===== src/rtl/pc_sequencer.sv =====
`default_nettype none
//============================================================================
//  Module   : pc_sequencer
//  Purpose  : Multi-cycle fetch/decode/execute/step sequencer for the 8-bit
//             core's program-counter datapath. Issues one PC step for each
//             instruction, with the branch select and offset latched in
//             DECODE. Latches a fault on a fetch timeout, a PC overflow or
//             too many taken backward branches.
//  Revision : 1.0  initial release
//----------------------------------------------------------------------------
//  Ports
//    clk        in   1  system clock, rising edge
//    reset      in   1  asynchronous reset, active-low
//    start      in   1  leave IDLE (only looked at in IDLE)
//    memReady   in   1  instr byte valid (only looked at in FETCH)
//    instr      in   8  instruction byte from instruction memory
//    condFlag   in   1  ALU condition for conditional branches (DECODE)
//    pcFlags    in   2  [1] PC adder overflow, [0] taken backward branch
//    memRead    out  1  fetch request, high throughout FETCH
//    irLoad     out  1  FETCH cycle in which memReady is high
//    pcStep     out  1  one-cycle PC advance enable (STEP)
//    sigBranch  out  1  branch select to PC datapath
//    adding     out  8  sign-extended branch offset to PC datapath
//    state      out  3  current state encoding
//    halted     out  1  high in HALT
//    fault      out  1  high in FAULT
//    faultCode  out  2  01 fetch timeout, 10 PC overflow, 11 loop limit
//============================================================================
module pc_sequencer #(
    parameter int         EXEC_CYCLES   = 2,      // 1..15
    parameter int         FETCH_TIMEOUT = 16,     // 1..255
    parameter int         LOOP_LIMIT    = 0,      // 0 disables the check
    parameter logic [7:0] HALT_OP       = 8'h7F
) (
    input  logic       clk,
    input  logic       reset,
    input  logic       start,
    input  logic       memReady,
    input  logic [7:0] instr,
    input  logic       condFlag,
    input  logic [1:0] pcFlags,
    output logic       memRead,
    output logic       irLoad,
    output logic       pcStep,
    output logic       sigBranch,
    output logic [7:0] adding,
    output logic [2:0] state,
    output logic       halted,
    output logic       fault,
    output logic [1:0] faultCode
);

    // ------------------------------------------------------------------
    // State encoding (visible on the state port, so values are fixed)
    // ------------------------------------------------------------------
    localparam logic [2:0] c_S_IDLE   = 3'd0;
    localparam logic [2:0] c_S_FETCH  = 3'd1;
    localparam logic [2:0] c_S_DECODE = 3'd2;
    localparam logic [2:0] c_S_EXEC   = 3'd3;
    localparam logic [2:0] c_S_STEP   = 3'd4;
    localparam logic [2:0] c_S_HALT   = 3'd5;
    localparam logic [2:0] c_S_FAULT  = 3'd6;

    localparam logic [1:0] c_FC_NONE    = 2'b00;
    localparam logic [1:0] c_FC_TIMEOUT = 2'b01;
    localparam logic [1:0] c_FC_OVF     = 2'b10;
    localparam logic [1:0] c_FC_LOOP    = 2'b11;

    // Terminal values of the down/up counters, sized to their registers
    localparam logic [3:0] c_EXEC_LAST  = 4'(EXEC_CYCLES - 1);
    localparam logic [7:0] c_TO_LAST    = 8'(FETCH_TIMEOUT - 1);
    localparam logic [7:0] c_LOOP_LIMIT = 8'(LOOP_LIMIT);
    localparam logic       c_LOOP_EN    = (LOOP_LIMIT != 0);

    // ------------------------------------------------------------------
    // Registers
    // ------------------------------------------------------------------
    logic [2:0] r_state;
    logic [7:0] r_ir;
    logic [7:0] r_to_cnt;       // consecutive FETCH cycles without memReady
    logic [3:0] r_exec_cnt;     // EXEC cycles remaining minus one
    logic [7:0] r_loop_cnt;     // taken backward branches since start
    logic       r_sig_branch;
    logic [7:0] r_adding;
    logic [1:0] r_fault_code;

    // ------------------------------------------------------------------
    // Decode helpers
    // ------------------------------------------------------------------
    logic       w_is_halt;
    logic       w_is_uncond;
    logic       w_is_cond;
    logic [7:0] w_offset;
    logic [7:0] w_loop_next;

    assign w_is_halt   = (r_ir == HALT_OP);
    assign w_is_uncond = (r_ir[7:6] == 2'b10);
    assign w_is_cond   = (r_ir[7:6] == 2'b11);
    // 6-bit signed offset sign-extended to the 8-bit PC width
    assign w_offset    = {r_ir[5], r_ir[5], r_ir[5:0]};
    // Loop counter saturates instead of wrapping back below the limit
    assign w_loop_next = (r_loop_cnt == 8'hFF) ? 8'hFF : r_loop_cnt + 8'd1;

    // ------------------------------------------------------------------
    // Sequencer
    // ------------------------------------------------------------------
    always_ff @(posedge clk or negedge reset) begin
        if (!reset) begin
            r_state      <= c_S_IDLE;
            r_ir         <= 8'h00;
            r_to_cnt     <= 8'h00;
            r_exec_cnt   <= 4'h0;
            r_loop_cnt   <= 8'h00;
            r_sig_branch <= 1'b0;
            r_adding     <= 8'h00;
            r_fault_code <= c_FC_NONE;
        end else begin
            case (r_state)
                c_S_IDLE: begin
                    if (start) begin
                        r_state    <= c_S_FETCH;
                        r_to_cnt   <= 8'h00;
                        r_loop_cnt <= 8'h00;
                    end
                end

                c_S_FETCH: begin
                    // A byte arriving on the expiring cycle still wins
                    if (memReady) begin
                        r_ir    <= instr;
                        r_state <= c_S_DECODE;
                    end else if (r_to_cnt == c_TO_LAST) begin
                        r_state      <= c_S_FAULT;
                        r_fault_code <= c_FC_TIMEOUT;
                    end else begin
                        r_to_cnt <= r_to_cnt + 8'd1;
                    end
                end

                c_S_DECODE: begin
                    if (w_is_halt) begin
                        r_sig_branch <= 1'b0;
                        r_adding     <= 8'h00;
                        r_state      <= c_S_HALT;
                    end else if (w_is_uncond || (w_is_cond && condFlag)) begin
                        r_sig_branch <= 1'b1;
                        r_adding     <= w_offset;
                        r_state      <= c_S_STEP;
                    end else if (w_is_cond) begin
                        // Not-taken conditional: plain sequential step
                        r_sig_branch <= 1'b0;
                        r_adding     <= 8'h00;
                        r_state      <= c_S_STEP;
                    end else begin
                        r_sig_branch <= 1'b0;
                        r_adding     <= 8'h00;
                        r_exec_cnt   <= c_EXEC_LAST;
                        r_state      <= c_S_EXEC;
                    end
                end

                c_S_EXEC: begin
                    if (r_exec_cnt == 4'h0) begin
                        r_state <= c_S_STEP;
                    end else begin
                        r_exec_cnt <= r_exec_cnt - 4'h1;
                    end
                end

                c_S_STEP: begin
                    // The step itself happens this cycle regardless of the
                    // outcome; branch controls drop once it has been taken.
                    r_sig_branch <= 1'b0;
                    r_adding     <= 8'h00;
                    if (pcFlags[1]) begin
                        r_state      <= c_S_FAULT;
                        r_fault_code <= c_FC_OVF;
                    end else if (pcFlags[0] && c_LOOP_EN) begin
                        r_loop_cnt <= w_loop_next;
                        if (w_loop_next == c_LOOP_LIMIT) begin
                            r_state      <= c_S_FAULT;
                            r_fault_code <= c_FC_LOOP;
                        end else begin
                            r_state  <= c_S_FETCH;
                            r_to_cnt <= 8'h00;
                        end
                    end else begin
                        r_state  <= c_S_FETCH;
                        r_to_cnt <= 8'h00;
                    end
                end

                c_S_HALT, c_S_FAULT: begin
                    // Terminal until reset; faultCode is held
                end

                default: begin
                    // Unused encoding: recover to a clean idle
                    r_state      <= c_S_IDLE;
                    r_sig_branch <= 1'b0;
                    r_adding     <= 8'h00;
                end
            endcase
        end
    end

    // ------------------------------------------------------------------
    // Outputs
    // ------------------------------------------------------------------
    assign memRead   = (r_state == c_S_FETCH);
    assign irLoad    = (r_state == c_S_FETCH) && memReady;
    assign pcStep    = (r_state == c_S_STEP);
    assign sigBranch = r_sig_branch;
    assign adding    = r_adding;
    assign state     = r_state;
    assign halted    = (r_state == c_S_HALT);
    assign fault     = (r_state == c_S_FAULT);
    assign faultCode = r_fault_code;

endmodule
`default_nettype wire


===== config.mk =====
export PLATFORM = sky130hd
export DESIGN_NAME = pc_sequencer
export DESIGN_NICKNAME = d
export VERILOG_FILES = /design/src/rtl/pc_sequencer.sv
export SDC_FILE = /design/constraint.sdc
export NUM_CORES = 1
export LEC_CHECK = 0
export CELL_PAD_IN_SITES_DETAIL_PLACEMENT = 2
export CELL_PAD_IN_SITES_GLOBAL_PLACEMENT = 2
export CORE_MARGIN = 2
export CORE_UTILIZATION = 33
export CTS_BUF_LIST = sky130_fd_sc_hd__clkbuf_2 sky130_fd_sc_hd__clkbuf_4 sky130_fd_sc_hd__clkbuf_8
export CTS_CLUSTER_SIZE = 24
export DETAILED_ROUTE_END_ITERATION = 10
export PLACE_DENSITY = 0.79
export SLEW_MARGIN = 40
export SYNTH_ARGS = -nofsm -noshare
export SYNTH_HDL_FRONTEND = slang
export SYNTH_SLANG_ARGS = --single-unit
export TNS_END_PERCENT = 20

===== constraint.sdc =====
create_clock -name clk -period 2.26 [get_ports clk]
set_clock_uncertainty 0.2 [all_clocks]
set_input_delay 0.226 -clock clk [delete_from_list [all_inputs] [get_ports clk]]
set_output_delay 0.226 -clock clk [all_outputs]
set_load 0.005 [all_outputs]

==> impl_metrics.tcl <==
set metrics [dict create \
    antenna_found_initial 0 \
    grt_pass1_vias 1651 \
    synthToLayoutAreaGrowth_pct 37.8 \
    power.density_nw_per_um2 534 \
    maxClockFrequency_mhz 455 \
    synthCells 156 \
    cts_tree "built" \
    place.gp.congestion 0.765 \
    synth_top_family_by_area "simple AND/OR/NAND/NOR gates" \
    drive_gt1_frac 0.204 \
    hold_class "in2async" \
    synth-xor-area-share 0.0210 \
    status "complete, no violations" \
    yosysSeqAreaShare 0.479 \
    synth-compound-area-share 0.178 \
    cts.sinks 32 \
    yosysTopAreaCell "dfrtp_1" \
    slew_viol_final 0 \
    place.port_buffers 32 \
    r2r_start "state[1]" \
    fin_ws_ns 0.0617 \
    syn_area_sq_um 1670 \
    finalPower_mw 1.23 \
    first_iter_violations 56 \
    maxSlewHeadroom 0.585 \
    avgSynthCellArea_sq_um 10.7 \
    synth_mux_area_frac 0.0539 \
    drtAntennaViolNets 0 \
    p_int_uw 986 \
    rows 25 \
    register_area_sq_um 801 \
    numCtsBuffers 5 \
    start_util 0.347 \
    crit_type "reg2reg" \
    period_needed_ns 2.20 \
    clock-root-buffer "clkbuf_8" \
    grt_overflow 0 \
    yosysMostFrequentCell "dfrtp_1" \
    pwr-share-seq 0.465 \
    synthTopCellsByCount "dfrtp_1, nand2_1, nor2_1" \
    synthFlopType "dfrtp_1" \
    rsz0062_at_grt "true" \
    die_w_um 75.1 \
    worst_slew_pin_slew_ns 0.622 \
    fp.coreArea_sq_um 4820 \
    setup_viol 0 \
    clock_latency_ns 0.29 \
    synth_fp_nets 174 \
    firstDrtPassIters 4 \
    pwr-share-comb 0.035 \
    vias 1436 \
    hold_buffers 0 \
    cp_common_cell "buf_4" \
    crit_start "state[1]" \
    wirelength_um 5210 \
    io_pins 34 \
    synthArstFlopShare 1.00 \
    yosys-top-cells-area "dfrtp_1, mux2_1, a22o_1" \
    cts.clk_slew.worst_paths_ns 0.08 \
    synth_top_area_share 0.479 \
    worst_setup_path_end_kind "register" \
    cp.required_ns 2.26 \
    multi_input_area_sq_um 798 \
    path_max_fanout 5 \
    critPathSlowestCell "or4b_1" \
    final_cells 273 \
    grt_pass1_wl_um 8550 \
    p_sw_uw 244 \
    swShare 0.198 \
    cp-start-kind "register" \
    htree_levels 2 \
    clockBufferDepth 2 \
    synth_cell_type_count 50 \
    synth-edff-count 0 \
    wl_per_cell_um 19.1 \
    yosys_warnings 0 \
    fillCellCount 524 \
    die-area_sq_um 5650 \
    hold_viol 0 \
    p_clk_frac 0.500 \
    drv_cap 0 \
    yosys.area_share.simple 0.196 \
    synth_fa_ha_area_frac 0.0225 \
    slowest_delay_ns 0.64 \
    die-height_um 75.1 \
    ys_ff_latch 32 \
    post-route-period-util 0.973 \
    drc 0 \
    dpl_worst_slack_ns 0.106 \
    fin_setup_tns_ns 0 \
    place_inst 262 \
    final_util 0.478 \
    critical_path_arrival_ns 2.20 \
    n_antenna_cell 0 \
    ir_worst_vdd_v 0.000285 \
    hpwlAfterDp_um 3680 \
    cp_cell_sequence "buf_4 -> buf_4 -> or4b_1 -> a21oi_2 -> buf_4 -> o31ai_1 -> o21ai_1" \
    p_leak_nw 1.10 \
    gr-usage-all-layers 0.205 \
    nets 223 \
    avgViaCountPerCell 5.26 \
    grt_max_degree 33 \
]
sequential cells by signal, summed over array words and instances (netlist names):
register	count
adding	6
faultCode	2
r_exec_cnt	4
r_ir	8
r_to_cnt	8
sigBranch	1
state	3
logic make-up (layout without fill, tap and decap cells):
group	Yosys count	in the layout
mux	8	8
compound gates	39	39
simple gates	56	56
buf+inv	14	64
xor+xnor	4	4
fa+ha+maj	3	3
flops	32	32
layer usage:
layer  wire [um]  vias to the layer above  track usage  part of all wire
met1        2110                      748        0.244              0.41
met4          51                        0       0.0643            0.0098
li1            -                      661            -                 -
met2        2930                       21        0.377              0.56
met5           0                        -            0                 0
met3         110                        6       0.0335             0.021
through the flow:
step | hold slack (ns) | area (sq um)
2_1_floorplan | -0.270 | 1670
4_1_cts | 0.163 | 2280
5_1_grt | 0.162 | 2300
6_report | 0.134 | 2300
3_5_place_dp | 0.300 | 2130
3_3_place_gp | 0.263 | 2130
power by group through the flow:
stage	registers [mW]	logic, mW	clock network, mW
after floorplan	0.584	0.00185	0
after global placement	0.583	0.0422	0
after detailed placement	0.583	0.0437	0
after CTS	0.572	0.0448	0.626
after global routing	0.572	0.0476	0.651
final	0.572	0.0430	0.614
final timing paths:
check / slack, ns / end / cells after the start
setup / recovery: 0.06 / state[0] / 7
hold / removal: 0.13 / r_to_cnt[4] / 2
setup reg to reg: 0.06 / state[0] / 7
hold reg to reg: 0.31 / sigBranch / 1
max in group asynchronous: 1.40 / state[2] / 2
min in group clk: 0.28 / r_ir[6] / 3
layout by cell type (no fill, tap or decap), types with 2 or more instances in the layout:
master / synthesis / final
nor4_1: 2 / 2
nand3_1: 5 / 5
o22ai_1: 3 / 3
mux2_1: 7 / 7
buf_4: 3 / 17
a22o_1: 8 / 8
clkdlybuf4s50_1: 0 / 30
dfrtp_1: 32 / 32
nor3_1: 4 / 4
o21ai_1: 2 / 2
clkbuf_8: 0 / 7
nand2_1: 11 / 11
dlymetal6s2s_1: 0 / 2
a21oi_1: 5 / 5
o31ai_1: 2 / 2
nor3b_1: 2 / 2
o21ai_0: 7 / 7
nor2_1: 11 / 11
xor2_1: 2 / 2
inv_1: 5 / 5
and3_1: 2 / 2
ha_1: 3 / 3
nand2b_1: 4 / 4
a21o_1: 3 / 3
xnor2_1: 2 / 2
and2_4: 1 / 2
area by class of cell:
| class | count | share of cell area |
|---|---|---|
| Inverter | 6 | 0.0120 |
| Timing Repair Buffer | 50 | 0.202 |
| Tap cell | 67 | 0.0364 |
| Sequential cell | 32 | 0.348 |
| Multi-Input combinational cell | 110 | 0.347 |
| Clock inverter | 1 | 0.0131 |
| Clock buffer | 7 | 0.0419 |
critical path: cells and delay by family, from the launching register on:
kind / cells / cell delay [ns]
and+or+nand+nor: 1 / 0.64
AOI/OAI and AO/OA: 3 / 0.45
buffers and inverters: 3 / 0.43
DFF: 1 / 0.39
repair_timing:
| action | in CTS | in global routing |
|---|---|---|
| pin swaps | 0 | 1 |
| buffers inserted | 1 | 2 |
| endpoints found under the setup margin | 1 | 3 |
| gates resized for setup | 4 | 3 |
(Power assumes the default switching activity.)
